<file path="config.mk">
export PLATFORM = sky130hd
export DESIGN_NAME = regfile_port_scheduler
export DESIGN_NICKNAME = d
export VERILOG_FILES = /design/src/rtl/regfile_port_scheduler.sv
export SDC_FILE = /design/constraint.sdc
export NUM_CORES = 1
export LEC_CHECK = 0
export ABC_AREA = 1
export BUFFER_PORTS_ARGS = -buffer_cell sky130_fd_sc_hd__buf_2
export CAP_MARGIN = 20
export CORE_ASPECT_RATIO = 0.7
export CORE_MARGIN = 1.5
export CORE_UTILIZATION = 42
export CTS_BUF_LIST = sky130_fd_sc_hd__clkbuf_16
export DETAILED_ROUTE_END_ITERATION = 12
export GPL_TIMING_DRIVEN = 1
export PLACE_DENSITY = 0.85
export SYNTH_ARGS = -nofsm -noshare
export SYNTH_HDL_FRONTEND = slang
export SYNTH_SLANG_ARGS = --single-unit
</file>
<file path="constraint.sdc">
create_clock -name clk -period 2.7 [get_ports clk]
set_input_delay 0.54 -clock clk [delete_from_list [all_inputs] [get_ports clk]]
set_output_delay 0.54 -clock clk [all_outputs]
set_load 0.02 [all_outputs]
</file>
<file path="src/rtl/regfile_port_scheduler.sv">
`default_nettype none
// ============================================================================
// Module   : regfile_port_scheduler
// Purpose  : Shares the single write port and single read port of a pipelined
//            register file among NUM_REQ requesters using two independent
//            round-robin arbiters. Read data returns one cycle after the grant,
//            tagged with the requester ID. A clear sequencer zeroes the whole
//            file on command.
// Ports    : clk, reset (sync, active-high)
//            wr_req/wr_addr/wr_data -> wr_gnt       write requesters
//            rd_req/rd_addr         -> rd_gnt       read requesters
//            rd_rsp_valid/rd_rsp_id/rd_rsp_data     read response
//            clear_start -> busy                    full-file clear
//            rf_write_enable/rf_write_address/rf_data_in/rf_read_address,
//            rf_data_out                            register-file pins
// Options  : REGFILE_SCHED_BYPASS_EN - same-cycle write-to-read forwarding
// Revision : 1.0 - initial release
// ============================================================================
module regfile_port_scheduler #(
    parameter int NUM_REQ = 4,
    parameter int ADDR_W  = 4,
    parameter int DATA_W  = 16,
    parameter int ID_W    = $clog2(NUM_REQ)
) (
    input  logic                       clk,
    input  logic                       reset,
    input  logic [NUM_REQ-1:0]         wr_req,
    input  logic [NUM_REQ*ADDR_W-1:0]  wr_addr,
    input  logic [NUM_REQ*DATA_W-1:0]  wr_data,
    output logic [NUM_REQ-1:0]         wr_gnt,
    input  logic [NUM_REQ-1:0]         rd_req,
    input  logic [NUM_REQ*ADDR_W-1:0]  rd_addr,
    output logic [NUM_REQ-1:0]         rd_gnt,
    output logic                       rd_rsp_valid,
    output logic [ID_W-1:0]            rd_rsp_id,
    output logic [DATA_W-1:0]          rd_rsp_data,
    input  logic                       clear_start,
    output logic                       busy,
    output logic                       rf_write_enable,
    output logic [ADDR_W-1:0]          rf_write_address,
    output logic [DATA_W-1:0]          rf_data_in,
    output logic [ADDR_W-1:0]          rf_read_address,
    input  logic [DATA_W-1:0]          rf_data_out
);

    localparam logic [ADDR_W-1:0] c_LAST_ADDR = {ADDR_W{1'b1}};
    localparam logic [ID_W-1:0]   c_LAST_ID   = ID_W'(NUM_REQ - 1);

    typedef enum logic [0:0] {
        ST_IDLE  = 1'b0,
        ST_CLEAR = 1'b1
    } state_t;

    state_t              r_state;
    state_t              w_state_nxt;
    logic [ADDR_W-1:0]   r_clr_cnt;
    logic [ID_W-1:0]     r_wr_ptr;
    logic [ID_W-1:0]     r_rd_ptr;
    logic                r_rsp_valid;
    logic [ID_W-1:0]     r_rsp_id;

    logic                w_arb_en;
    logic                w_wr_found;
    logic                w_rd_found;
    logic [ID_W-1:0]     w_wr_idx;
    logic [ID_W-1:0]     w_rd_idx;
    logic                w_wr_grant;
    logic                w_rd_grant;

    // Returns {found, index} of the first request at or after ptr, wrapping
    // modulo NUM_REQ.
    function automatic logic [ID_W:0] rr_pick(input logic [NUM_REQ-1:0] req,
                                              input logic [ID_W-1:0]    ptr);
        logic          found;
        logic [ID_W-1:0] idx;
        int            cand;
        found = 1'b0;
        idx   = '0;
        for (int k = 0; k < NUM_REQ; k++) begin
            cand = (int'(ptr) + k) % NUM_REQ;
            if (!found && req[cand]) begin
                found = 1'b1;
                idx   = ID_W'(cand);
            end
        end
        return {found, idx};
    endfunction

    assign {w_wr_found, w_wr_idx} = rr_pick(wr_req, r_wr_ptr);
    assign {w_rd_found, w_rd_idx} = rr_pick(rd_req, r_rd_ptr);

    // Arbitration only runs in IDLE and never while reset is asserted.
    assign w_arb_en   = (r_state == ST_IDLE) && !reset;
    assign w_wr_grant = w_arb_en && w_wr_found;
    assign w_rd_grant = w_arb_en && w_rd_found;

    assign wr_gnt = w_wr_grant ? (NUM_REQ'(1) << w_wr_idx) : '0;
    assign rd_gnt = w_rd_grant ? (NUM_REQ'(1) << w_rd_idx) : '0;

    // Next-state and register-file drive
    always_comb begin
        w_state_nxt      = r_state;
        rf_write_enable  = 1'b0;
        rf_write_address = '0;
        rf_data_in       = '0;
        rf_read_address  = '0;
        case (r_state)
            ST_IDLE: begin
                if (clear_start) begin
                    w_state_nxt = ST_CLEAR;
                end
            end
            ST_CLEAR: begin
                if (r_clr_cnt == c_LAST_ADDR) begin
                    w_state_nxt = ST_IDLE;
                end
            end
            default: w_state_nxt = ST_IDLE;
        endcase
        if (!reset) begin
            if (r_state == ST_CLEAR) begin
                rf_write_enable  = 1'b1;
                rf_write_address = r_clr_cnt;
            end else if (w_wr_grant) begin
                rf_write_enable  = 1'b1;
                rf_write_address = wr_addr[w_wr_idx*ADDR_W +: ADDR_W];
                rf_data_in       = wr_data[w_wr_idx*DATA_W +: DATA_W];
            end
            if (w_rd_grant) begin
                rf_read_address = rd_addr[w_rd_idx*ADDR_W +: ADDR_W];
            end
        end
    end

    always_ff @(posedge clk) begin
        if (reset) begin
            r_state     <= ST_IDLE;
            r_clr_cnt   <= '0;
            r_wr_ptr    <= '0;
            r_rd_ptr    <= '0;
            r_rsp_valid <= 1'b0;
            r_rsp_id    <= '0;
        end else begin
            r_state <= w_state_nxt;
            // The counter wraps to 0 on the last clear write, ready for the
            // next clear.
            if (r_state == ST_CLEAR) begin
                r_clr_cnt <= r_clr_cnt + 1'b1;
            end
            if (w_wr_grant) begin
                r_wr_ptr <= (w_wr_idx == c_LAST_ID) ? '0 : w_wr_idx + 1'b1;
            end
            if (w_rd_grant) begin
                r_rd_ptr <= (w_rd_idx == c_LAST_ID) ? '0 : w_rd_idx + 1'b1;
                r_rsp_id <= w_rd_idx;
            end
            r_rsp_valid <= w_rd_grant;
        end
    end

    assign busy         = (r_state == ST_CLEAR) && !reset;
    assign rd_rsp_valid = r_rsp_valid && !reset;
    assign rd_rsp_id    = reset ? '0 : r_rsp_id;

`ifdef REGFILE_SCHED_BYPASS_EN
    // The file's registered read samples before a same-cycle write lands, so
    // capture the written value and substitute it in the response.
    logic              r_byp_hit;
    logic [DATA_W-1:0] r_byp_data;

    always_ff @(posedge clk) begin
        if (reset) begin
            r_byp_hit  <= 1'b0;
            r_byp_data <= '0;
        end else begin
            r_byp_hit  <= w_rd_grant && rf_write_enable &&
                          (rf_read_address == rf_write_address);
            r_byp_data <= rf_data_in;
        end
    end

    assign rd_rsp_data = r_byp_hit ? r_byp_data : rf_data_out;
`else
    assign rd_rsp_data = rf_data_out;
`endif

endmodule
`default_nettype wire
</file>
==> summary.txt <==
row count -> 22
drt pass-1 iters -> 5
first-pass GRT wire length -> 12540 um
FF/Latch Area -> 252.7 sq um
total power -> 0.007063 W
setup TNS -> -4.181 ns
Crit Path Category -> reg -> out
Flop pwr share -> 4.5%
drt drc -> 0
most used routing layer -> met2
core area -> 5313 sq um
final setup violation count -> 31
sequential fraction of the synthesis area -> 10.22%
Overflow after GRT -> 0
# Max-Cap Violations -> 0
Compound-Gate Fraction of Synth Area -> 21.41%
RSZ-0062 raised after global routing -> yes
PortBufs -> 143
Final Max Slew Viols -> 0
Synth Area in Simple Gates -> 43.13%
Post-Synth Adder-Cell Area -> 4.792%
number of fill cells -> 329
vias in the first global route -> 2958
crit share post-route -> 109.4%
Sink Count -> 12
CP max FO -> 11
Skew-Pair Late Insertion Delay -> 0.25 ns
min-delay worst type -> reg -> reg
num ports -> 176
Highest Clock Rate -> 0.3385 GHz
Die W -> 92.40 um
starting density of the core -> 44.23%
XOR/XNOR share of the synthesized area -> 0.7455%
Clock power frac -> 4.0%
outcome -> complete, but fails checks
Die Footprint -> 6060 sq um
initial antenna violation count -> 1
gpl congestion -> 0.8099
Final Hold Viols -> 0
Synth Warn # -> 0
mapped cell area -> 2350 sq um
CTS tree -> built
largest net degree at the start of global routing -> 33
Routed Antenna Nets -> 0
CTS H-tree depth -> 1
Net Sw Power -> 0.003821 W
worst slew pin tran -> 0.3499 ns
CP endpoint kind -> output pin
Vias/cell -> 5.606
crit-path max cell delay -> 0.40 ns
Root Buffer -> clkbuf_16
met3 Usage GRT -> 5.324%
worst vdd ir -> 1.047 mV
clk buf depth -> 2
distinct cell type count after synthesis -> 32
Max Clock Skew -> 0.003261 ns
Yosys reg bits -> 12
drt wl/cell -> 17.50 um
share of cells above drive strength 1 -> 58.54%
Reg clk slew, reported paths -> 0.05 ns
initial DRC count -> 217
Global Route Usage Sum -> 25.57%
met1 global-route usage -> 25.76%
post-route minimum period -> 2.954 ns
post-synthesis mux area share -> 0%
CTS Hold Bufs -> 0
static leakage -> 2.092 nW
Power Internal -> 0.003242 W
Worst EP required -> 2.16 ns
largest family of logic cells by synthesized area -> simple AND/OR/NAND/NOR gates
slowest CP cell -> dfxtp_4
area delta synth->final -> 72.68%
failing checks -> setup timing
detailed placement HPWL -> 5894 um
die height -> 65.58 um
Nets -> 695
setup slack at placement -> -0.08238 ns
CP cell instances -> inv_6 -> nand2_1 -> nand3_4 -> nand2_4 -> nor2_4 -> buf_6 -> nand3_4 -> nand3_4 -> buf_4 -> buf_6 -> nand2_2 -> nand3_2 -> nand2_1 -> nand2_1 -> a21oi_2 -> buf_4
Net Sw Frac -> 54.10%
startpoint types -> flip-flop
Total Wirelength -> 11120 um
multi-input logic area -> 2091 sq um
via count -> 3560
met2 global-route usage -> 50.55%
worst rel slew slack -> 76.59%
CP arrival -> 2.41 ns
syn nets -> 536
Comb pwr share -> 91.4%
Cells after Synth -> 404
pwr dens -> 1741 nW/um^2
CTS Buf Count -> 3
synthesized area per cell -> 5.816 sq um
final worst slack -> -0.2539 ns
## Yosys cell counts (all sizes together)
master	number	share of area (%)
buf	32	12
a22o	1	0.37
and2	1	0.27
nand3	30	8.3
inv	47	7.5
nand4	2	0.53
nor3	1	0.21
o21ai	33	7.5
xor2	1	0.37
dfxtp	12	10
o211ai	17	7.6
or2	17	4.5
nor2	54	9.3
ha	9	4.8
nand2	112	19
xnor2	1	0.37
a21oi	28	6.0
clkbuf	4	0.69
nand3b	2	0.64
## worst max-delay path, delay by kind of cell, from the launching register on
kind / cells / cell delay [ns]
AND/OR/NAND/NOR: 10 / 0.92
buffers and inverters: 5 / 0.66
AO/OA/AOI/OAI: 1 / 0.19
flip-flops: 1 / 0.40
## logic make-up after synthesis
logic type,count (synthesis)
compound gates,79
xor+xnor,2
fa+ha+maj,9
buf+inv,83
flops,12
simple gates,219
## layout make-up
cell class / instances / share of cell area, %
Timing Repair inverter: 1 / 0.1850
Sequential cell: 12 / 6.229
Clock buffer: 3 / 1.850
Timing Repair Buffer: 189 / 32.87
Tap cell: 72 / 2.220
Antenna cell: 1 / 0.06167
Multi-Input combinational cell: 309 / 51.53
Clock inverter: 1 / 0.09251
Inverter: 47 / 4.965
## worst paths after layout
path / start / end / slack, ns / cells past startpoint
worst max register to register: r_wr_ptr[0]$_SDFFE_PP0P_ / r_wr_ptr[1]$_SDFFE_PP0P_ / 0.49 / 14
worst max-delay path: r_wr_ptr[0]$_SDFFE_PP0P_ / rf_write_address[1] / -0.25 / 16
worst min-delay path: r_clr_cnt[3]$_SDFFE_PP0P_ / r_state$_SDFF_PP0_ / 0.46 / 1
worst min register to register: r_clr_cnt[3]$_SDFFE_PP0P_ / r_state$_SDFF_PP0_ / 0.46 / 1
## power groups by stage
stage / Clock, W / Combinational, W / Sequential, W
final: 0.000285 / 0.00646 / 0.000321
after global routing: 0.000298 / 0.00685 / 0.000321
after floorplan: 0 / 0.00315 / 0.000262
after CTS: 0.000281 / 0.00442 / 0.000310
after detailed placement: 0 / 0.00391 / 0.000288
after global placement: 0 / 0.00378 / 0.000286
## routing by layer
layer	routed length [um]	vias up	part of all wire [%]
met5	0	-	0
met4	688	0	6.2
met3	1008	71	9.1
met2	5471	237	49
met1	3947	1655	36
li1	-	1597	-
## sequential cells by signal (all words and copies together), names as in the netlist
| signal | cells |
|---|---|
| r_clr_cnt | 4 |
| r_rsp_valid | 1 |
| r_rsp_id | 2 |
| r_rd_ptr | 2 |
| r_wr_ptr | 2 |
| r_state | 1 |
## through the flow
step | instance area (sq um) | util (%) | std cells | hold slack (ns)
after floorplan | 2350 | - | 404 | 0.4098
after global placement | 3027 | 56.97 | 599 | 0.4174
after detailed placement | 3027 | 56.97 | 599 | 0.4305
after CTS | 3334 | 62.77 | 613 | 0.4362
after global routing | 4058 | 76.38 | 635 | 0.4943
final | 4058 | 76.38 | 635 | 0.4632
## repair_timing
item                                    4_1_cts  5_1_grt
resized for setup                            47      139
buffers inserted                              9       18
endpoints found under the setup margin       32       32
pin swaps                                    10       42
cloned                                        1        6
endpoints found under the hold margin         0        0
## cells in the final DEF, fill, tap and decap left out, drive strengths merged
| cell type | synthesis | layout |
|---|---|---|
| buf | 32 | 186 |
| nand2 | 112 | 112 |
| nor2 | 54 | 54 |
| inv | 47 | 47 |
| o21ai | 33 | 33 |
| nand3 | 30 | 30 |
| a21oi | 28 | 28 |
| or2 | 17 | 17 |
| o211ai | 17 | 17 |
| dfxtp | 12 | 12 |
| ha | 9 | 9 |
| clkbuf | 4 | 6 |
| nand3b | 2 | 2 |
| nand4 | 2 | 2 |
| diode | 0 | 1 |
| xor2 | 1 | 1 |
| xnor2 | 1 | 1 |
| and2 | 1 | 1 |
| nor3 | 1 | 1 |
| a22o | 1 | 1 |
| clkinv | 0 | 1 |
| clkinvlp | 0 | 1 |
(Power assumes the default switching activity.)
